[src/rtl/uart_pkg.sv]
// UART shared definitions: FSM state encoding and the bit-period rounding
// function, common to the transmitter and the future receiver.
package uart_pkg;

    typedef enum logic [2:0] {
        ST_IDLE   = 3'd0,
        ST_START  = 3'd1,
        ST_DATA   = 3'd2,
        ST_PARITY = 3'd3,
        ST_STOP   = 3'd4
    } uart_state_e;

    // Clocks per bit, rounded to the nearest integer.
    function automatic int uart_div(input int clk_hz, input int baud);
        return (clk_hz + baud / 2) / baud;
    endfunction

endpackage

[src/rtl/uart_tx_fifo.sv]
// Byte FIFO for the UART transmitter: single clock, power-of-two depth,
// pointers wrap modulo depth, count is one bit wider than the pointers.
module uart_tx_fifo #(
    parameter int DEPTH_LOG2 = 4,
    parameter int WIDTH      = 8
) (
    input  logic                  i_clk,
    input  logic                  i_rst,
    input  logic                  i_push,
    input  logic [WIDTH-1:0]      i_data,
    input  logic                  i_pop,
    output logic [WIDTH-1:0]      o_data,
    output logic                  o_full,
    output logic                  o_empty,
    output logic [DEPTH_LOG2:0]   o_count
);

    localparam int DEPTH = 1 << DEPTH_LOG2;
    localparam logic [DEPTH_LOG2:0] FULL_CNT = {1'b1, {DEPTH_LOG2{1'b0}}};

    logic [WIDTH-1:0]      mem_q [DEPTH];
    logic [DEPTH_LOG2-1:0] wr_ptr_q;
    logic [DEPTH_LOG2-1:0] rd_ptr_q;
    logic [DEPTH_LOG2:0]   count_q;
    logic                  do_push;
    logic                  do_pop;

    assign o_full  = (count_q == FULL_CNT);
    assign o_empty = (count_q == '0);
    assign o_count = count_q;
    assign o_data  = mem_q[rd_ptr_q];

    // A full FIFO refuses a push even if a pop happens on the same edge.
    assign do_push = i_push && !o_full;
    assign do_pop  = i_pop && !o_empty;

    // Storage array; contents need no reset since the pointers flush it.
    always_ff @(posedge i_clk) begin
        if (do_push) begin
            mem_q[wr_ptr_q] <= i_data;
        end
    end

    // Pointer and occupancy bookkeeping.
    always_ff @(posedge i_clk or negedge i_rst) begin
        if (!i_rst) begin
            wr_ptr_q <= '0;
            rd_ptr_q <= '0;
            count_q  <= '0;
        end else begin
            if (do_push) begin
                wr_ptr_q <= wr_ptr_q + 1'b1;
            end
            if (do_pop) begin
                rd_ptr_q <= rd_ptr_q + 1'b1;
            end
            case ({do_push, do_pop})
                2'b10:   count_q <= count_q + 1'b1;
                2'b01:   count_q <= count_q - 1'b1;
                default: count_q <= count_q;
            endcase
        end
    end

endmodule

[src/rtl/uart_tx.sv]
// UART transmitter: FIFO-buffered bytes serialised as 8N1 frames, LSB first.
// Define UART_TX_PARITY_EN to insert an even parity bit after bit 7.
module uart_tx
    import uart_pkg::*;
#(
    parameter int CLK_HZ          = 50_000_000,
    parameter int BAUD            = 115200,
    parameter int FIFO_DEPTH_LOG2 = 4,
    parameter int STOP_BITS       = 1
) (
    input  logic       i_clk,
    input  logic       i_rst,
    input  logic [7:0] i_wdata,
    input  logic       i_wvalid,
    output logic       o_wready,
    output logic       o_tx,
    output logic       o_busy,
    output logic       o_overflow
);

    localparam int DIV   = uart_div(CLK_HZ, BAUD);
    localparam int CNT_W = (DIV > 1) ? $clog2(DIV) : 1;
    localparam logic [CNT_W-1:0] CNT_LAST  = CNT_W'(DIV - 1);
    localparam logic [2:0]       STOP_LAST = 3'(STOP_BITS - 1);
`ifdef UART_TX_PARITY_EN
    localparam logic PARITY_ODD = 1'b0;
`endif

    uart_state_e          state_q;
    logic [CNT_W-1:0]     cnt_q;
    logic [2:0]           bit_q;
    logic [7:0]           shift_q;
    logic                 tx_q;
    logic                 ovf_q;
`ifdef UART_TX_PARITY_EN
    logic                 par_q;
`endif

    logic [7:0]           f_data;
    logic                 f_full;
    logic                 f_empty;
    logic [FIFO_DEPTH_LOG2:0] f_count;
    logic                 push;
    logic                 pop;
    logic                 bit_end;

    assign push     = i_wvalid && !f_full;
    assign bit_end  = (cnt_q == CNT_LAST);

    // Pop when idle, or at the very end of the last stop bit for back-to-back frames.
    assign pop = !f_empty &&
                 ((state_q == ST_IDLE) ||
                  ((state_q == ST_STOP) && bit_end && (bit_q == STOP_LAST)));

    assign o_wready   = !f_full;
    assign o_tx       = tx_q;
    assign o_busy     = (f_count != '0) || (state_q != ST_IDLE);
    assign o_overflow = ovf_q;

    uart_tx_fifo #(
        .DEPTH_LOG2 (FIFO_DEPTH_LOG2),
        .WIDTH      (8)
    ) u_fifo (
        .i_clk   (i_clk),
        .i_rst   (i_rst),
        .i_push  (push),
        .i_data  (i_wdata),
        .i_pop   (pop),
        .o_data  (f_data),
        .o_full  (f_full),
        .o_empty (f_empty),
        .o_count (f_count)
    );

    // Frame FSM with baud counter, shift register and registered line output.
    always_ff @(posedge i_clk or negedge i_rst) begin
        if (!i_rst) begin
            state_q <= ST_IDLE;
            cnt_q   <= '0;
            bit_q   <= '0;
            shift_q <= '0;
            tx_q    <= 1'b1;
            ovf_q   <= 1'b0;
`ifdef UART_TX_PARITY_EN
            par_q   <= 1'b0;
`endif
        end else begin
            if (i_wvalid && f_full) begin
                ovf_q <= 1'b1;
            end
            case (state_q)
                ST_IDLE: begin
                    tx_q  <= 1'b1;
                    cnt_q <= '0;
                    bit_q <= '0;
                    if (pop) begin
                        shift_q <= f_data;
`ifdef UART_TX_PARITY_EN
                        par_q   <= ^f_data ^ PARITY_ODD;
`endif
                        tx_q    <= 1'b0;
                        state_q <= ST_START;
                    end
                end
                ST_START: begin
                    if (bit_end) begin
                        cnt_q   <= '0;
                        bit_q   <= '0;
                        tx_q    <= shift_q[0];
                        state_q <= ST_DATA;
                    end else begin
                        cnt_q <= cnt_q + 1'b1;
                    end
                end
                ST_DATA: begin
                    if (bit_end) begin
                        cnt_q <= '0;
                        if (bit_q == 3'd7) begin
                            bit_q   <= '0;
`ifdef UART_TX_PARITY_EN
                            tx_q    <= par_q;
                            state_q <= ST_PARITY;
`else
                            tx_q    <= 1'b1;
                            state_q <= ST_STOP;
`endif
                        end else begin
                            bit_q   <= bit_q + 1'b1;
                            shift_q <= shift_q >> 1;
                            tx_q    <= shift_q[1];
                        end
                    end else begin
                        cnt_q <= cnt_q + 1'b1;
                    end
                end
`ifdef UART_TX_PARITY_EN
                ST_PARITY: begin
                    if (bit_end) begin
                        cnt_q   <= '0;
                        bit_q   <= '0;
                        tx_q    <= 1'b1;
                        state_q <= ST_STOP;
                    end else begin
                        cnt_q <= cnt_q + 1'b1;
                    end
                end
`endif
                ST_STOP: begin
                    if (bit_end) begin
                        cnt_q <= '0;
                        if (bit_q == STOP_LAST) begin
                            bit_q <= '0;
                            if (pop) begin
                                shift_q <= f_data;
`ifdef UART_TX_PARITY_EN
                                par_q   <= ^f_data ^ PARITY_ODD;
`endif
                                tx_q    <= 1'b0;
                                state_q <= ST_START;
                            end else begin
                                tx_q    <= 1'b1;
                                state_q <= ST_IDLE;
                            end
                        end else begin
                            bit_q <= bit_q + 1'b1;
                        end
                    end else begin
                        cnt_q <= cnt_q + 1'b1;
                    end
                end
                default: begin
                    tx_q    <= 1'b1;
                    cnt_q   <= '0;
                    bit_q   <= '0;
                    state_q <= ST_IDLE;
                end
            endcase
        end
    end

endmodule

[config.mk]
export PLATFORM = sky130hd
export DESIGN_NAME = uart_tx
export DESIGN_NICKNAME = d
export VERILOG_FILES = /design/src/rtl/uart_pkg.sv /design/src/rtl/uart_tx_fifo.sv /design/src/rtl/uart_tx.sv
export SDC_FILE = /design/constraint.sdc
export NUM_CORES = 1
export LEC_CHECK = 0
export CAP_MARGIN = 0
export CORE_MARGIN = 2
export CORE_UTILIZATION = 38
export CTS_BUF_LIST = sky130_fd_sc_hd__clkbuf_8
export DETAILED_ROUTE_END_ITERATION = 8
export GPL_ROUTABILITY_DRIVEN = 1
export PLACE_DENSITY = 0.53
export SLEW_MARGIN = 20
export SYNTH_ARGS = -nofsm -noshare
export SYNTH_HDL_FRONTEND = slang
export SYNTH_SLANG_ARGS = --single-unit
[constraint.sdc]
create_clock -name i_clk -period 4.38 [get_ports i_clk]
set_input_delay 0.657 -clock i_clk [delete_from_list [all_inputs] [get_ports i_clk]]
set_output_delay 0.657 -clock i_clk [all_outputs]
set_load 0.02 [all_outputs]
==> results.env, run 1 <==
PWR_PER_CELL_AREA_nW_PER_UM2=594
OUTCOME='finished, final reports clean'
DRIVE_ABOVE_1_SHARE_PCT=20.8
TRITONCTS_BUFFERS=17
SYNTHDOMINANTAREACELLTYPE='edfxtp_1'
POSTSYNTH.ASYNCRESETSHARE_PCT=22.9
IO_BUFFER_COUNT=14
YS.FLOP_TYPE='edfxtp_1'
VIAS_IN_THE_FIRST_GLOBAL_ROUTE=3832
SLOWEST_STAGE='a2111o_1'
CP_CELL_SEQUENCE='nor4b_4 -> nand4b_1 -> a2111o_1 -> inv_1 -> ha_1 -> xor2_1 -> ha_1 -> o21ai_0 -> nand2b_1 -> a31oi_1 -> mux2i_1 -> xnor2_1'
TIMING.CRITICAL_PATH.MODE_CELL='ha_1'
DRV.MAX_CAP_VIOLATION_COUNT=0
SLEW-LIMIT-HEADROOM_PCT=37.6
DP.FINAL_HPWL_MM=8.71
AVGSYNTHCELLAREA_UM2=16.0
CP.ARRIVAL_NS=3.52
HOLD_PATH_CLASS='in -> async'
SYNTHMUXAREASHARE_PCT=12.2
SETUP.WORST_PATH.CLASS='reg -> reg'
WORST-PATH-MAX-FANOUT=6
POSTSYNTHREGISTERBITS=166
WORSTREGTOREGCELLS=12
POWER_FRAC_COMB_PCT=26.5
FINAL.FILL_COUNT=1649
TNS_NS=0
YOSYS-TOP-CELLS-COUNT='edfxtp_1, nor2_1, dfrtp_1'
CTSLONGESTPATHBUFFERS=2
SYNTH_TOP_AREA_SHARE_PCT=55.0
SYNTH-XOR-AREA-SHARE_PCT=2.25
WORST_R2R_STARTPOINT='cnt_q[3]'
TOP_LEVEL_PORTS=15
KIND_OF_CAPTURE_POINT_OF_THE_WORST_SETUP_PATH='register'
YOSYS.CELL_COUNT.TOP_TYPE='edfxtp_1'
RSZ_0062_RAISED_AFTER_GLOBAL_ROUTING='no'
COUNT_OF_CELLS_RESIZED_BY_POST_CTS_REPAIR=0
DIE-AREA_UM2=19500
WORST_SKEW_PAIR.LATE_LATENCY_NS=0.46
DETAIL_ROUTE.VIAS_PER_CELL=5.23
POWER.CLOCK.FRACTION_PCT=25.4
CTS_ROOT_BUF='clkbuf_8'
WORST_CLOCK_SKEW_NS=0.0168
WORST_PATH_LARGEST_CELL_DELAY_NS=0.56
TRITONCTS='done'
GLOBALROUTETOTALUTIL_PCT=15.5
CLKSINKCOUNT=166
GRT_PASS1_WL_MM=22.3
TOTAL_PLACED_INSTANCE_AREA_UM2=7390
MAPPEDNETLISTNETS=463
CTS_HOLD_BUF=0
POST_SYNTH_EDFFS=128
MAXSLEWVIOLCOUNT=0
NETSWITCHINGFRACTION_PCT=33.0
POWER_TOTAL_uW=4660
DRC_ERRORS=0
SETUP_VIOL=0
NETSWITCHINGPOWER_uW=1540
VDD_IR_DROP_MAX_mV=0.358
HOLD_VIOLATIONS=0
GRT_MAX_DEGREE=43
PLACEABLE_AREA_UM2=18000
GLOBALROUTE.TOTALOVERFLOW=0
CRITICAL_PATH.REG2REG.ENDPOINT='u_fifo.o_count[4]'
CLKSLEWWORSTSETUPHOLDPATHS_NS=0.09
LAYOUT_STAGE_AREA_GROWTH_OVER_THE_SYNTHESIS_RESULT_PCT=12.1
ROUTED_WIRE_LENGTH_PER_INSTANCE_UM=20.1
DOMINANT_CELLS_BY_AREA_AFTER_SYNTHESIS='edfxtp_1, dfrtp_1, mux4_2, mux2_2, ha_1'
POWER.INTERNAL_uW=3120
WORSTSETUPSTARTPOINTTYPE='register'
POWER_LEAKAGE_uW=0.00274
DRT.ANTENNA.VIOLATING_NETS=0
CHIPWIDTH_UM=140
LAYOUT_MIN_CYCLE_TIME_NS=3.15
DETAILROUTE.VIA_COUNT=3662
SYNTH_FA_HA_AREA_SHARE_PCT=2.50
WORST_SLEW_PIN_SLEW_NS=0.932
SYNTHDISTINCTLIBCELLS=48
PLACE_CONGESTION=0.778
NUM_ROWS=49
POWER.SEQUENTIAL.FRACTION_PCT=48.1
SYNTH_SEQ_AREA_SHARE_PCT=68.6
SYN_AREA_UM2=6990
CLOCK.FMAX_MHz=318
YOSYSWARNINGCOUNT=0
ANTENNA_FOUND_INITIAL=0
CP_DATA_REQUIRED_TIME_NS=4.76
REG2REG_SETUP_SLACK_NS=1.23
INSERTEDDIODECOUNT=0
DIE_H_UM=140
FINAL_LAYOUT_NET_COUNT=483
SYNTH_COMPOUND_GATE_AREA_SHARE_PCT=4.38
NETLIST_INSTANCES=438
FINAL_AREA_UM2=7840
SYNTHSIMPLEGATEAREAFRAC_PCT=8.34
SETUP_REPAIR_BUFS_AFTER_CTS=0
DRT_ITER0_MARKERS=225
FIN_CRIT_SH_PCT=71.9
DRT_FIRST_PASS_ITERS=4
CTS_HTREE_LEVELS=4
FLOORPLAN.INITIALDENSITY_PCT=38.8
TOTALWIRELENGTH_MM=14.1
COMBINATIONAL_FAMILY_WITH_THE_MOST_AREA_AFTER_SYNTHESIS='multiplexers'
-- sequential cells by signal, summed over array words and instances (netlist names), 3 cells and up --
name and cells:
bit_q 3, cnt_q 9, shift_q 8, state_q 3, u_fifo.mem_q 128, u_fifo.o_count 5, u_fifo.rd_ptr_q 4, u_fifo.wr_ptr_q 4
-- cell type report --
type | count | area (um2) | area share, %
Timing Repair Buffer | 20 | 180 | 2.30
Sequential cell | 166 | 4800 | 61.2
Inverter | 12 | 45.0 | 0.574
Clock inverter | 15 | 210 | 2.68
Clock buffer | 17 | 234 | 2.98
Multi-Input combinational cell | 241 | 2090 | 26.6
Tap cell | 229 | 287 | 3.65
-- layer usage --
layer	share of wire, %	vias up	routed length (um)	global-route usage (%)
li1	-	1711	-	-
met1	47	1879	6610	22.1
met2	48	59	6750	24.0
met3	3.7	13	513	3.34
met4	1.3	0	178	4.79
met5	0	-	0	0
-- worst max-delay path: cells and delay by family (launching register included) --
| kind | cells | cell delay [ns] |
|---|---|---|
| simple gates | 3 | 0.56 |
| flops | 1 | 0.47 |
| buf+inv | 1 | 0.19 |
| fa+ha+maj | 2 | 0.46 |
| xor+xnor | 2 | 0.23 |
| mux | 1 | 0.25 |
| compound gates | 3 | 0.92 |
-- placed cells by master (no fill, tap or decap), types with 8 or more instances in the layout --
cell type / synthesis / layout
nor2_1: 46 / 46
ha_1: 14 / 14
clkdlybuf4s50_1: 0 / 13
mux4_2: 26 / 26
inv_1: 12 / 12
clkbuf_8: 0 / 17
mux2_2: 23 / 23
nand2_1: 14 / 14
nand2b_1: 8 / 8
edfxtp_1: 128 / 128
nor3_1: 17 / 17
nand3_1: 8 / 8
dfrtp_1: 37 / 36
xor2_1: 8 / 8
xnor2_1: 10 / 10
-- how the worst max path moves through the flow --
stage | start | endpoint | depth (start not counted) | slack [ns]
global route | cnt_q[3] | u_fifo.o_count[4] | 12 | 0.90
finish | cnt_q[3] | u_fifo.o_count[4] | 12 | 1.23
CTS | cnt_q[3] | u_fifo.o_count[4] | 12 | 1.23
global placement | u_fifo.o_count[0] | u_fifo.o_count[4] | 12 | 1.30
detailed placement | cnt_q[3] | u_fifo.o_count[4] | 12 | 1.24
floorplan | cnt_q[3] | u_fifo.o_count[4] | 12 | 1.56
-- per-stage QoR --
step           std cells  setup WS, ns  utilization (%)  hold WS [ns]
2_1_floorplan        438          1.56                -         0.361
3_3_place_gp         668          1.30             41.0         0.463
3_5_place_dp         668          1.24             41.0         0.464
4_1_cts              700          1.23             43.5         0.332
5_1_grt              700         0.904             43.5         0.375
6_report             700          1.23             43.5         0.322
-- power by group through the flow --
| stage | registers (uW) | logic (uW) | clock network (uW) |
|---|---|---|---|
| after floorplan | 2110 | 1020 | 0 |
| after global placement | 2270 | 1230 | 0 |
| after detailed placement | 2280 | 1250 | 0 |
| after CTS | 2250 | 1260 | 1210 |
| after global routing | 2290 | 1360 | 1280 |
| final | 2240 | 1240 | 1180 |
-- cells by family (layout without fill, tap and decap cells) --
| kind of cell | Yosys count | count (layout) |
|---|---|---|
| XOR/XNOR | 18 | 18 |
| adder cells (fa/ha/maj) | 14 | 14 |
| AND/OR/NAND/NOR | 117 | 117 |
| buffers and inverters | 31 | 64 |
| flip-flops | 166 | 166 |
| multiplexers | 50 | 50 |
| AO/OA/AOI/OAI | 42 | 42 |
No activity file was read; power rests on OpenSTA's default activity.
==> run 2, diff against run 1 <==
--- a/config.mk
+++ b/config.mk
@@ -11,7 +11,7 @@
 export CTS_BUF_LIST = sky130_fd_sc_hd__clkbuf_8
 export DETAILED_ROUTE_END_ITERATION = 8
 export GPL_ROUTABILITY_DRIVEN = 1
-export PLACE_DENSITY = 0.53
+export PLACE_DENSITY = 0.55
 export SLEW_MARGIN = 20
 export SYNTH_ARGS = -nofsm -noshare
 export SYNTH_HDL_FRONTEND = slang
==> constraint.sdc (replaced) <==
create_clock -name i_clk -period 2.89 [get_ports i_clk]
set_input_delay 0.4335 -clock i_clk [delete_from_list [all_inputs] [get_ports i_clk]]
set_output_delay 0.4335 -clock i_clk [all_outputs]
set_load 0.02 [all_outputs]
==> results.env, run 2 (synthesized netlist as in run 1, its figures left out) <==
SLOWEST_STAGE='dfrtp_1'
WORST_R2R_STARTPOINT='bit_q[0]'
LARGEST_REG_FLOPS=128  # unchanged
SETUP_VIOL=0  # unchanged
FIN_CRIT_SH_PCT=93.7  # +22 points
VIAS_IN_THE_FIRST_GLOBAL_ROUTE=4027  # +5.1%
CTS_ROOT_BUF='clkbuf_8'
DRV.MAX_CAP_VIOLATION_COUNT=0  # unchanged
FINAL_LAYOUT_NET_COUNT=512  # +6.0%
OUTCOME='finished, final reports clean'
SETUP.WORST_PATH.CLASS='reg -> reg'
WORST-PATH-MAX-FANOUT=4  # -2
FOOTPRINT_OF_THE_MULTI_INPUT_GATES_UM2=2090  # +0.36%
HOLD_VIOLATIONS=0  # unchanged
FINAL_AREA_UM2=8020  # +2.2%
FINAL.FILL_COUNT=1602  # -2.9%
TRITONCTS='done'
SLEW-LIMIT-HEADROOM_PCT=37.5  # -0.060 points
IO_BUFFER_COUNT=14  # unchanged
DRC_ERRORS=0  # unchanged
CTS_HTREE_LEVELS=4  # unchanged
VDD_IR_DROP_MAX_mV=0.517  # +44%
TOP_LEVEL_PORTS=15  # unchanged
CLOCK.FMAX_MHz=369  # +16%
LAYOUT_TOP_REGISTERS='u_fifo.mem_q x128, cnt_q x9, shift_q x8'
DETAILROUTE.VIA_COUNT=3771  # +3.0%
CP_DATA_REQUIRED_TIME_NS=3.26  # -1.50 ns
MOST_COMMON_CELL_AFTER_LAYOUT_FILL_AND_TAPS_ASIDE='edfxtp_1'
WORST_CLOCK_SKEW_NS=0.0113  # -0.00548 ns
CTSLONGESTPATHBUFFERS=2  # unchanged
LAYOUT.CORE_UTILIZATION_PCT=44.5  # +0.98 points
GLOBALROUTE.TOTALOVERFLOW=0  # unchanged
HOLD_PATH_CLASS='in -> async'
WORST_PATH_LARGEST_CELL_DELAY_NS=0.41  # -0.15 ns
TRITONCTS_BUFFERS=17  # unchanged
KIND_OF_CAPTURE_POINT_OF_THE_WORST_SETUP_PATH='register'
MAXSLEWVIOLCOUNT=0  # unchanged
ANTENNA_FOUND_INITIAL=0  # unchanged
LAYOUT_MIN_CYCLE_TIME_NS=2.71  # -0.440 ns
CRIT_STARTPOINT='bit_q[0]'
POWER_LEAKAGE_uW=0.00286  # +4.4%
WORSTSETUPSTARTPOINTTYPE='register'
DP.FINAL_HPWL_MM=9.08  # +4.3%
CHIPWIDTH_UM=140  # unchanged
DRIVE_ABOVE_1_SHARE_PCT=26.0  # +5.2 points
DIE_H_UM=140  # unchanged
LAYOUT_STAGE_AREA_GROWTH_OVER_THE_SYNTHESIS_RESULT_PCT=14.6
CLKSLEWWORSTSETUPHOLDPATHS_NS=0.10  # about the same
INSERTEDDIODECOUNT=0  # unchanged
TOTAL_PLACED_INSTANCE_AREA_UM2=7630  # +3.2%
SEQCELLAREA_UM2=4800  # about the same
DETAIL_ROUTE.VIAS_PER_CELL=5.17  # -1.1%
CP.ARRIVAL_NS=3.08  # -0.44 ns
WORSTREGTOREGCELLS=14  # +2
GRT_MAX_DEGREE=43  # unchanged
PWR_PER_CELL_AREA_nW_PER_UM2=873  # +47%
GLOBALROUTETOTALUTIL_PCT=15.6  # +0.065 points
GRT_PASS1_WL_MM=22.7  # +1.5%
REG2REG_SETUP_SLACK_NS=0.18  # -1.05 ns
RSZ_0062_RAISED_AFTER_GLOBAL_ROUTING='no'
LAYOUT_COMMON_CELLS='edfxtp_1, nor2_1, dfrtp_1'
DRT_ITER0_MARKERS=213  # -5.3%
FIN_HOLD_WS_NS=0.117  # -0.205 ns
DIE-AREA_UM2=19500  # unchanged
DRT_FIRST_PASS_ITERS=5  # +1
TNS_NS=0  # unchanged
PLACE_CONGESTION=0.737  # -5.3%
CRITICAL_PATH.REG2REG.ENDPOINT='u_fifo.o_count[4]'
CLKSINKCOUNT=166  # unchanged
FLOORPLAN.INITIALDENSITY_PCT=38.8  # unchanged
TOTALWIRELENGTH_MM=14.1  # +0.65%
PLACEABLE_AREA_UM2=18000  # unchanged
WORST_SKEW_PAIR.LATE_LATENCY_NS=0.45  # about the same
MAX_FLOP_REGISTER='u_fifo.mem_q'
CP_CELL_SEQUENCE='inv_2 -> ha_1 -> nand2b_1 -> nand4b_1 -> a2111o_1 -> inv_1 -> ha_2 -> xor2_1 -> ha_1 -> nand2b_1 -> nand3b_1 -> a31oi_1 -> mux2i_1 -> xnor2_1'
WORST_SLEW_PIN_SLEW_NS=0.937  # +0.00435 ns
NUM_ROWS=49  # unchanged
DRT.ANTENNA.VIOLATING_NETS=0  # unchanged
ROUTED_WIRE_LENGTH_PER_INSTANCE_UM=19.4  # -3.4%
run 2: what timing repair did:
action / in CTS / in global routing
gates resized for setup: 0 / 5
setup buffers: 0 / 1
hold buffers: 0 / 0
endpoints found under the setup margin: 0 / 1
run 2: critical path: cells and delay by family (launching register included):
family	cells	cell delay [ns]
AO/OA/AOI/OAI	2	0.61
AND/OR/NAND/NOR	4	0.45
XOR/XNOR	2	0.20
buffers and inverters	2	0.16
adder cells (fa/ha/maj)	3	0.56
flip-flops	1	0.41
multiplexers	1	0.23
run 2: area by class of cell:
type	count	area share, %
inverter	12	0.562
timing repair buffer	49	5.27
multi-input combinational	241	26.1
clock inverter	15	1.73
tap	229	3.57
clock buffer	17	2.92
sequential	166	59.8
run 2: report_power, final:
group	total, uW	switching [uW]	internal, uW
Combinational	2200	1110	1080
Clock	1570	934	634
Sequential	3240	271	2970
Total	7000	2320	4680
run 2: worst max-delay path by stage:
stage,slack (ns),end,depth (start not counted)
global route,0.006,u_fifo.o_count[4],14
global placement,0.13,u_fifo.o_count[4],14
detailed placement,0.05,u_fifo.o_count[4],14
finish,0.18,u_fifo.o_count[4],14
CTS,0.03,u_fifo.o_count[4],14
floorplan,0.07,u_fifo.o_count[4],12
run 2: through the flow:
step | setup WS, ns | instances | total power (uW)
2_1_floorplan | 0.0723 | 438 | 4730
3_3_place_gp | 0.130 | 696 | 5460
3_5_place_dp | 0.0497 | 696 | 5510
4_1_cts | 0.0339 | 728 | 7080
5_1_grt | 0.00601 | 729 | 7420
6_report | 0.182 | 729 | 7000
run 2: per-layer routing:
layer | vias up | track usage (%) | wire, um
met4 | 0 | 5.74 | 260
met1 | 1918 | 20.4 | 6510
met2 | 70 | 25.5 | 6850
met5 | - | 0 | 0
li1 | 1769 | - | -
met3 | 14 | 3.68 | 523
==> run 3, diff against run 2 <==
--- a/config.mk
+++ b/config.mk
@@ -5,6 +5,7 @@
 export SDC_FILE = /design/constraint.sdc
 export NUM_CORES = 1
 export LEC_CHECK = 0
+export ABC_CLOCK_PERIOD_IN_PS = 2890
 export CAP_MARGIN = 0
 export CORE_MARGIN = 2
 export CORE_UTILIZATION = 38
==> results of run 3 <==
The final DEF is identical to that of run 2; final timing and power are the same.
